File: config.mk
export PLATFORM = sky130hd
export DESIGN_NAME = neuron_acc
export DESIGN_NICKNAME = d
export VERILOG_FILES = /design/src/rtl/neuron_acc.sv
export SDC_FILE = /design/constraint.sdc
export NUM_CORES = 1
export LEC_CHECK = 0
export ABC_CLOCK_PERIOD_IN_PS = 2400
export CAP_MARGIN = 15
export CORE_MARGIN = 2
export CORE_UTILIZATION = 48
export DETAILED_ROUTE_END_ITERATION = 12
export MAX_ROUTING_LAYER = met4
export PLACE_DENSITY = 0.76
export SLEW_MARGIN = 30
export SYNTH_ARGS = -nofsm -noshare
export SYNTH_HDL_FRONTEND = slang
export SYNTH_SLANG_ARGS = --single-unit
File: constraint.sdc
create_clock -name clk -period 2.4 [get_ports clk]
set_clock_uncertainty 0.1 [all_clocks]
set_input_delay 0.24 -clock clk [delete_from_list [all_inputs] [get_ports clk]]
set_output_delay 0.24 -clock clk [all_outputs]
set_load 0.005 [all_outputs]
File: src/rtl/neuron_acc.sv
// neuron_acc: binary-neuron accumulation stage for the +/-1 ALU datapath.
// Preloads a signed bias, then adds 1 for every matching (in_x, in_w) pair
// and subtracts 1 for every mismatch. The final sum and its sign are handed
// downstream over a valid/ready handshake.
// Optional build macro NEURON_ACC_SAT_EN: out-of-range steps saturate to the
// signed limits. Without it, steps wrap modulo 2^ACC_WIDTH like a plain ALU.
// ovf flags an out-of-range step in both builds.
module neuron_acc #(
  parameter int ACC_WIDTH = 12,
  parameter int N_INPUTS  = 784,
  parameter int CNT_WIDTH = 10
) (
  input  logic                 clk,
  input  logic                 rst,
  input  logic                 start,
  input  logic [ACC_WIDTH-1:0] bias,
  input  logic                 in_valid,
  input  logic                 in_x,
  input  logic                 in_w,
  output logic                 in_ready,
  output logic                 busy,
  output logic                 out_valid,
  input  logic                 out_ready,
  output logic [ACC_WIDTH-1:0] acc_out,
  output logic                 act_out,
  output logic                 ovf
);

  typedef enum logic [1:0] {
    S_IDLE  = 2'd0,
    S_ACCUM = 2'd1,
    S_DONE  = 2'd2
  } state_t;

  localparam logic [CNT_WIDTH-1:0] CNT_LAST = CNT_WIDTH'(N_INPUTS - 1);
  localparam logic [CNT_WIDTH-1:0] CNT_ONE  = CNT_WIDTH'(1);
  localparam logic [ACC_WIDTH:0]   ONE_EXT  = (ACC_WIDTH + 1)'(1);
  localparam logic [ACC_WIDTH-1:0] ACC_MAX  = {1'b0, {(ACC_WIDTH - 1){1'b1}}};
  localparam logic [ACC_WIDTH-1:0] ACC_MIN  = {1'b1, {(ACC_WIDTH - 1){1'b0}}};

  state_t                 state_q, state_d;
  logic [ACC_WIDTH-1:0]   acc_q, acc_d;
  logic [CNT_WIDTH-1:0]   cnt_q, cnt_d;
  logic                   ovf_q, ovf_d;
  logic                   in_ready_q, in_ready_d;
  logic                   busy_q, busy_d;
  logic                   out_valid_q, out_valid_d;
  logic [ACC_WIDTH-1:0]   acc_out_q, acc_out_d;
  logic                   act_out_q, act_out_d;

  logic                   op;
  logic [ACC_WIDTH:0]     acc_ext;
  logic [ACC_WIDTH:0]     step_sum;
  logic                   step_ovf;
  logic [ACC_WIDTH-1:0]   step_val;

  // One +/-1 step computed one bit wider so range excursions are visible,
  // then either saturated or wrapped back to ACC_WIDTH bits.
  always_comb begin
    op       = in_x ^ in_w;
    acc_ext  = {acc_q[ACC_WIDTH-1], acc_q};
    step_sum = op ? (acc_ext - ONE_EXT) : (acc_ext + ONE_EXT);
    step_ovf = step_sum[ACC_WIDTH] ^ step_sum[ACC_WIDTH-1];
`ifdef NEURON_ACC_SAT_EN
    if (step_ovf) begin
      step_val = op ? ACC_MIN : ACC_MAX;
    end else begin
      step_val = step_sum[ACC_WIDTH-1:0];
    end
`else
    step_val = step_sum[ACC_WIDTH-1:0];
`endif
  end

  // Next-state logic for the IDLE/ACCUM/DONE sequence and the datapath,
  // plus next values of the registered outputs derived from the next state.
  always_comb begin
    state_d = state_q;
    acc_d   = acc_q;
    cnt_d   = cnt_q;
    ovf_d   = ovf_q;
    case (state_q)
      S_IDLE: begin
        if (start) begin
          acc_d   = bias;
          cnt_d   = '0;
          ovf_d   = 1'b0;
          state_d = S_ACCUM;
        end
      end
      S_ACCUM: begin
        if (in_valid) begin
          acc_d = step_val;
          cnt_d = cnt_q + CNT_ONE;
          ovf_d = ovf_q | step_ovf;
          if (cnt_q == CNT_LAST) begin
            state_d = S_DONE;
          end
        end
      end
      S_DONE: begin
        if (out_ready) begin
          state_d = S_IDLE;
        end
      end
      default: begin
        state_d = S_IDLE;
      end
    endcase

    in_ready_d  = (state_d == S_ACCUM);
    busy_d      = (state_d != S_IDLE);
    out_valid_d = (state_d == S_DONE);
    acc_out_d   = (state_d == S_DONE) ? acc_d : '0;
    act_out_d   = (state_d == S_DONE) ? ~acc_d[ACC_WIDTH-1] : 1'b0;
  end

  // Single state register for the FSM, datapath and registered outputs.
  always_ff @(posedge clk) begin
    if (rst) begin
      state_q     <= S_IDLE;
      acc_q       <= '0;
      cnt_q       <= '0;
      ovf_q       <= 1'b0;
      in_ready_q  <= 1'b0;
      busy_q      <= 1'b0;
      out_valid_q <= 1'b0;
      acc_out_q   <= '0;
      act_out_q   <= 1'b0;
    end else begin
      state_q     <= state_d;
      acc_q       <= acc_d;
      cnt_q       <= cnt_d;
      ovf_q       <= ovf_d;
      in_ready_q  <= in_ready_d;
      busy_q      <= busy_d;
      out_valid_q <= out_valid_d;
      acc_out_q   <= acc_out_d;
      act_out_q   <= act_out_d;
    end
  end

  assign in_ready  = in_ready_q;
  assign busy      = busy_q;
  assign out_valid = out_valid_q;
  assign acc_out   = acc_out_q;
  assign act_out   = act_out_q;
  assign ovf       = ovf_q;

endmodule

**Yosys cells after proc, flatten, opt, wreduce, memory -nomap -nowiden**

Index checks and enable logic that the tools add are counted.

- Flip-flop bits (word level): 41
- Bits of input ports: 19

- Add/subtract/negate cells: 3
- Equal/unequal tests: 7
- Multiplexer cells: 15
- Bitwise operators: 5
- Reduce and logical (&&, ||, !) cells: 5

Operators by type and width:

| cell | count |
|---|---|
| 12-bit 2-to-1 mux | 2 |
| 12-bit one-hot mux with 2 select lines | 1 |
| 10-bit 2-to-1 mux | 2 |
| 10-bit one-hot mux with 2 select lines | 1 |
| 12-bit by 2-bit adder with 13-bit output, second input constant | 1 |
| 13-bit 2-to-1 mux | 1 |
| 12-bit by 2-bit subtractor with 13-bit output, second input constant | 1 |
| 10-bit by 1-bit adder with 10-bit output, second input constant | 1 |
| 10-bit equality test, second input constant | 1 |
| 2-bit 2-to-1 mux | 4 |
| 2-bit one-hot mux with 3 select lines | 1 |
| 2-bit by 1-bit equality test with 1-bit output, second input constant | 2 |
| 2-bit equality test, second input constant | 2 |
| 2-bit != test, second input constant | 2 |
| 2-bit nonzero test | 2 |
| 3-bit AND reduction | 1 |
| 2-bit zero test | 1 |
| 1-bit 2-to-1 mux | 2 |
| 1-bit NOT | 2 |
| 1-bit one-hot mux with 2 select lines | 1 |
| 2-bit OR reduction | 1 |
| 1-bit XOR | 2 |
| 1-bit OR | 1 |

**Longest topological paths before layout**

- Word-level depth: 7
- Gate-level depth with buffers: 9

**Worst setup path before layout**

OpenSTA, ideal clock, no wires.

- Kind: input to register
- Start point: input port in_w
- End point: register ovf_q, in the netlist ovf
- Library setup time: 0.092 ns
- Data arrival time: 2.351 ns
- Data required time: 2.208 ns
- Path slack: -0.143 ns
- Cell stages on the path: 7
- Cells stage by stage: xor2_1 ha_1 a21o_1 a211o_1 o311ai_0 xor2_1 o32ai_1

- Longest elaborated chain between the ends: 6

Ends and longest elaborated chain:

| element | line | text |
|---|---|---|
| start: declaration | 19 | `input logic in_w,` |
| 1-bit XOR | 60 | `op = in_x ^ in_w;` |
| 13-bit 2-to-1 mux | 62 | `step_sum = op ? (acc_ext - ONE_EXT) : (acc_ext + ONE_EXT);` |
| 1-bit XOR | 63 | `step_ovf = step_sum[ACC_WIDTH] ^ step_sum[ACC_WIDTH-1];` |
| 1-bit OR | 95 | `ovf_d = ovf_q \| step_ovf;` |
| 1-bit 2-to-1 mux | 92 | `if (in_valid) begin` |
| 1-bit one-hot mux with 2 select lines | 82 | `case (state_q)` |
| end signal: assignment | 134 | `ovf_q <= ovf_d;` |
| end: declaration | 44 | `logic ovf_q, ovf_d;` |

No other way between the ends. The select of a mux whose other input is x is not followed.
A chain may end at the register's enable or synchronous reset.

**Worst setup path in the final report**

- Start point: input port in_x
- End point: register act_out_q, in the netlist act_out

- Longest elaborated chain between the ends: 5

Ends and longest elaborated chain:

| element | line | text |
|---|---|---|
| start: declaration | 18 | `input logic in_x,` |
| 1-bit XOR | 60 |  |
| 13-bit 2-to-1 mux | 62 |  |
| 12-bit 2-to-1 mux | 92 |  |
| 12-bit one-hot mux with 2 select lines | 82 |  |
| 1-bit NOT | 115 | `act_out_d = (state_d == S_DONE) ? ~acc_d[ACC_WIDTH-1] : 1'b0;` |
| end signal: assignment | 139 | `act_out_q <= act_out_d;` |
| end: declaration | 49 | `logic act_out_q, act_out_d;` |

No other way between the ends.

==> flow_summary_export.csv <==
group,metric,value,unit
detailed_routing,drtPass1Iterations,4,
min_path,hold_depth,2,
yosys,syn_area,0.002295,sq mm
detailed_routing,wl_per_cell,14.74,um
setup_path,cp_max_fo,7,
yosys,synth_largest_area_cell,"dfxtp_1",
sta,worst_pin_slew,0.4965,ns
setup_path,r2r_setup_slack,0.22,ns
power_and_ir_drop,switching_share,31.01,%
setup_path,crit_type,"in -> reg",
sta,fin_crit,2.185,ns
yosys,syn_area_per_cell,8.499,sq um
detailed_routing,wirelength,5777,um
yosys,synth_top_area_share,35.77,%
clock_tree,clockRootBuffer,"clkbuf_8",
job,maxCapViolations,0,
sta,finalSetupViolCount,0,
global_routing,grt_start_max_net_pins,19,
floorplan,die_area,0.005349,sq mm
setup_path,reg2reg_from,"cnt_q[0]$_SDFFE_PP0P_",
detailed_routing,drt-initial-drc-count,135,
layout,antenna_cells,0,
clock_tree,post_cts_buffers,0,
sta,maxSlewViolCount,0,
placement,port-buffer-count,35,
sta,fin_crit_sh,91.04,%
yosys,synth.area.top_cells,"dfxtp_1 36%, nor2_1 7.9%, ha_1 7.1%",
setup_path,cp_data_arrival_time,2.27,ns
power_and_ir_drop,power.density,561.5,mW/mm^2
yosys,synth-async-reset-ratio,0,%
detailed_routing,wl_met1,2585,um
global_routing,grt_pass1_wl,9639,um
sta,rsz0062_at_grt,"false",
min_path,min_to,"ovf$_SDFFE_PP0P_",
global_routing,antenna_found_initial,0,
detailed_routing,drc,0,
sta,relSlewSlack,66.04,%
power_and_ir_drop,comb_power_share,30.9,%
detailed_routing,vias,2147,
detailed_routing,route.met3.wl,310,um
setup_path,worst_ep_required_time,2.49,ns
layout,nNetsFinal,370,
power_and_ir_drop,p_int,1176,uW
yosys,synth_nets,303,
detailed_routing,routed_via_density,5.477,
yosys,yosysWarningCount,0,
yosys,synth.most_common_cell,"nor2_1",
yosys,synth_common_cells,"48 x nor2_1, 41 x dfxtp_1, 21 x a21oi_1",
clock_tree,cts-buffers-inserted,5,
setup_path,cp-end-kind,"flop",
power_and_ir_drop,pwr-share-seq,42.9,%
floorplan,core_area,0.004661,sq mm
clock_tree,cts_tree,"done",
floorplan,ios,36,
power_and_ir_drop,p_switching,528.7,uW
detailed_routing,ant_nets,0,
detailed_routing,dr_wl_met2,2839,um
detailed_routing,top_layer,"met4",
power_and_ir_drop,clkPwrFrac,26.2,%
clock_tree,clock-sinks,41,
setup_path,r2r_cells,7,
sta,tns,0,ns
power_and_ir_drop,vdd_drop_max,234.5,uV
yosys,synth.distinct_cells,55,
sta,max_freq,0.4577,GHz
global_routing,grt_pass1_vias,2091,
sta,hold_viol,0,
floorplan,die_y,73.14,um
floorplan,rows,25,
placement,place_congestion,0.9597,
yosys,synth_edf_count,0,
floorplan,start_util,49.23,%
min_path,hp-class,"reg -> reg",
clock_tree,insertion_delay,0.29,ns
yosys,ys.flop_type,"dfxtp_1",
floorplan,die_w,73.14,um
global_routing,grt_overflow,0,
yosys,seq_area_frac_synth,35.77,%
clock_tree,htreeDepth,2,
layout,syn2layout_area_growth,32.33,%
setup_path,start_kind,"primary input",
setup_path,reg2reg_to,"acc_out[1]$_SDFF_PP0_",
yosys,synthCells,270,
clock_tree,cts.clk_slew.worst_paths,0.08,ns
min_path,min_from,"ovf$_SDFFE_PP0P_",
power_and_ir_drop,leakage,0.001292,uW
global_routing,track_usage,24.11,%
clock_tree,cts_buffer_depth,2,
yosys,synth_seq_cells,41,
layout,drive_gt1_share,16.86,%
outcome,status,"finished, final reports clean",
placement,place_hpwl,4113,um
layout,final_util,65.15,%
clock_tree,ctsHoldBuffers,0,
==> logic make-up (layout without fill, tap and decap cells) <==
kind of cell | Yosys count | count (layout) | synth area share [%]
compound gates | 69 | 69 | 20.77
xor+xnor | 17 | 18 | 6.488
fa+ha+maj | 14 | 14 | 7.961
buf+inv | 24 | 91 | 5.616
flops | 41 | 41 | 35.77
mux | 5 | 5 | 2.236
simple gates | 100 | 100 | 21.16
==> power groups by stage <==
stage | Clock [uW] | Sequential, uW | Combinational [uW]
global route | 486 | 735 | 584
global placement | 0 | 745 | 496
CTS | 461 | 730 | 519
detailed placement | 0 | 746 | 506
finish | 447 | 731 | 527
floorplan | 0 | 739 | 309
==> metrics by stage <==
stage,area (sq um),setup WS [ns],hold WS [ns],std cells,total power [uW]
5_1_grt,3037,0.03342,0.4044,392,1805
6_report,3037,0.2151,0.3835,392,1705
2_1_floorplan,2302,0.09816,0.3225,270,1048
4_1_cts,3027,0.05615,0.3777,392,1710
3_5_place_dp,2915,-0.6067,0.3614,383,1253
3_3_place_gp,2915,-0.5260,0.3651,383,1242
==> per-layer routing <==
layer / GRT usage [%] / vias up
met5: - / -
li1: - / 1099
met4: 7.613 / 0
met1: 29.53 / 987
met3: 4.558 / 4
met2: 39.94 / 57
==> worst max-delay path by stage <==
stage | startpoint | to | slack, ns | cells past startpoint
after global placement | in_w | ovf$_SDFFE_PP0P_ | -0.53 | 9
after detailed placement | in_x | ovf$_SDFFE_PP0P_ | -0.61 | 9
after floorplan | in_w | ovf$_SDFFE_PP0P_ | 0.1 | 7
final | in_x | act_out$_SDFF_PP0_ | 0.22 | 10
after global routing | cnt_q[0]$_SDFFE_PP0P_ | acc_out[1]$_SDFF_PP0_ | 0.03 | 7
after CTS | in_x | acc_q[11]$_SDFF_PP0_ | 0.06 | 9
==> critical path, cell delays in order <==
cell and delay, ns:
clkbuf_2 0.17, xor2_4 0.24, buf_4 0.17, ha_1 0.39, nand2_1 0.09, o21ai_0 0.21
a21oi_1 0.12, o221ai_2 0.26, xnor2_1 0.16, a22o_1 0.21
==> flip-flops by register name (all words and copies together), names as in the netlist <==
register and cells:
out_valid 1, acc_q 12, ovf 1, state_q 2, busy 1, cnt_q 10
acc_out 12, in_ready 1, act_out 1
==> repair_timing <==
item | CTS | global route
resized for setup | 4 | 6
hold endpoints to repair | 0 | 0
gates cloned | 1 | 0
pin swaps | 2 | 0
endpoints found under the setup margin | 20 | 10
==> layout by cell type, fill, tap and decap left out, types with 3 or more instances in the layout <==
cell	n
a221oi_1	4
clkbuf_8	5
a21oi_1	21
clkdlybuf4s50_1	33
mux2i_1	4
nor2_1	48
buf_4	37
a2111oi_0	3
nand3_1	9
a211oi_1	3
a21o_1	5
dfxtp_1	41
nand2_1	9
inv_1	10
o21ai_0	7
o21a_1	3
nand4_1	4
xnor2_1	5
xor2_1	11
nor2b_1	11
and3_1	5
nor3_1	3
ha_1	13
o22ai_1	3
==> area by class of cell <==
class                   instances  area, sq um
clock buffers                   5        68.82
clock inverters                 3        17.52
fillers                       393         1624
inverters                      11        46.29
multi-input cells             206         1398
flip-flops and latches         41        820.8
well taps                      54        67.56
repair buffers                 72        618.1
(Power assumes the default switching activity.)
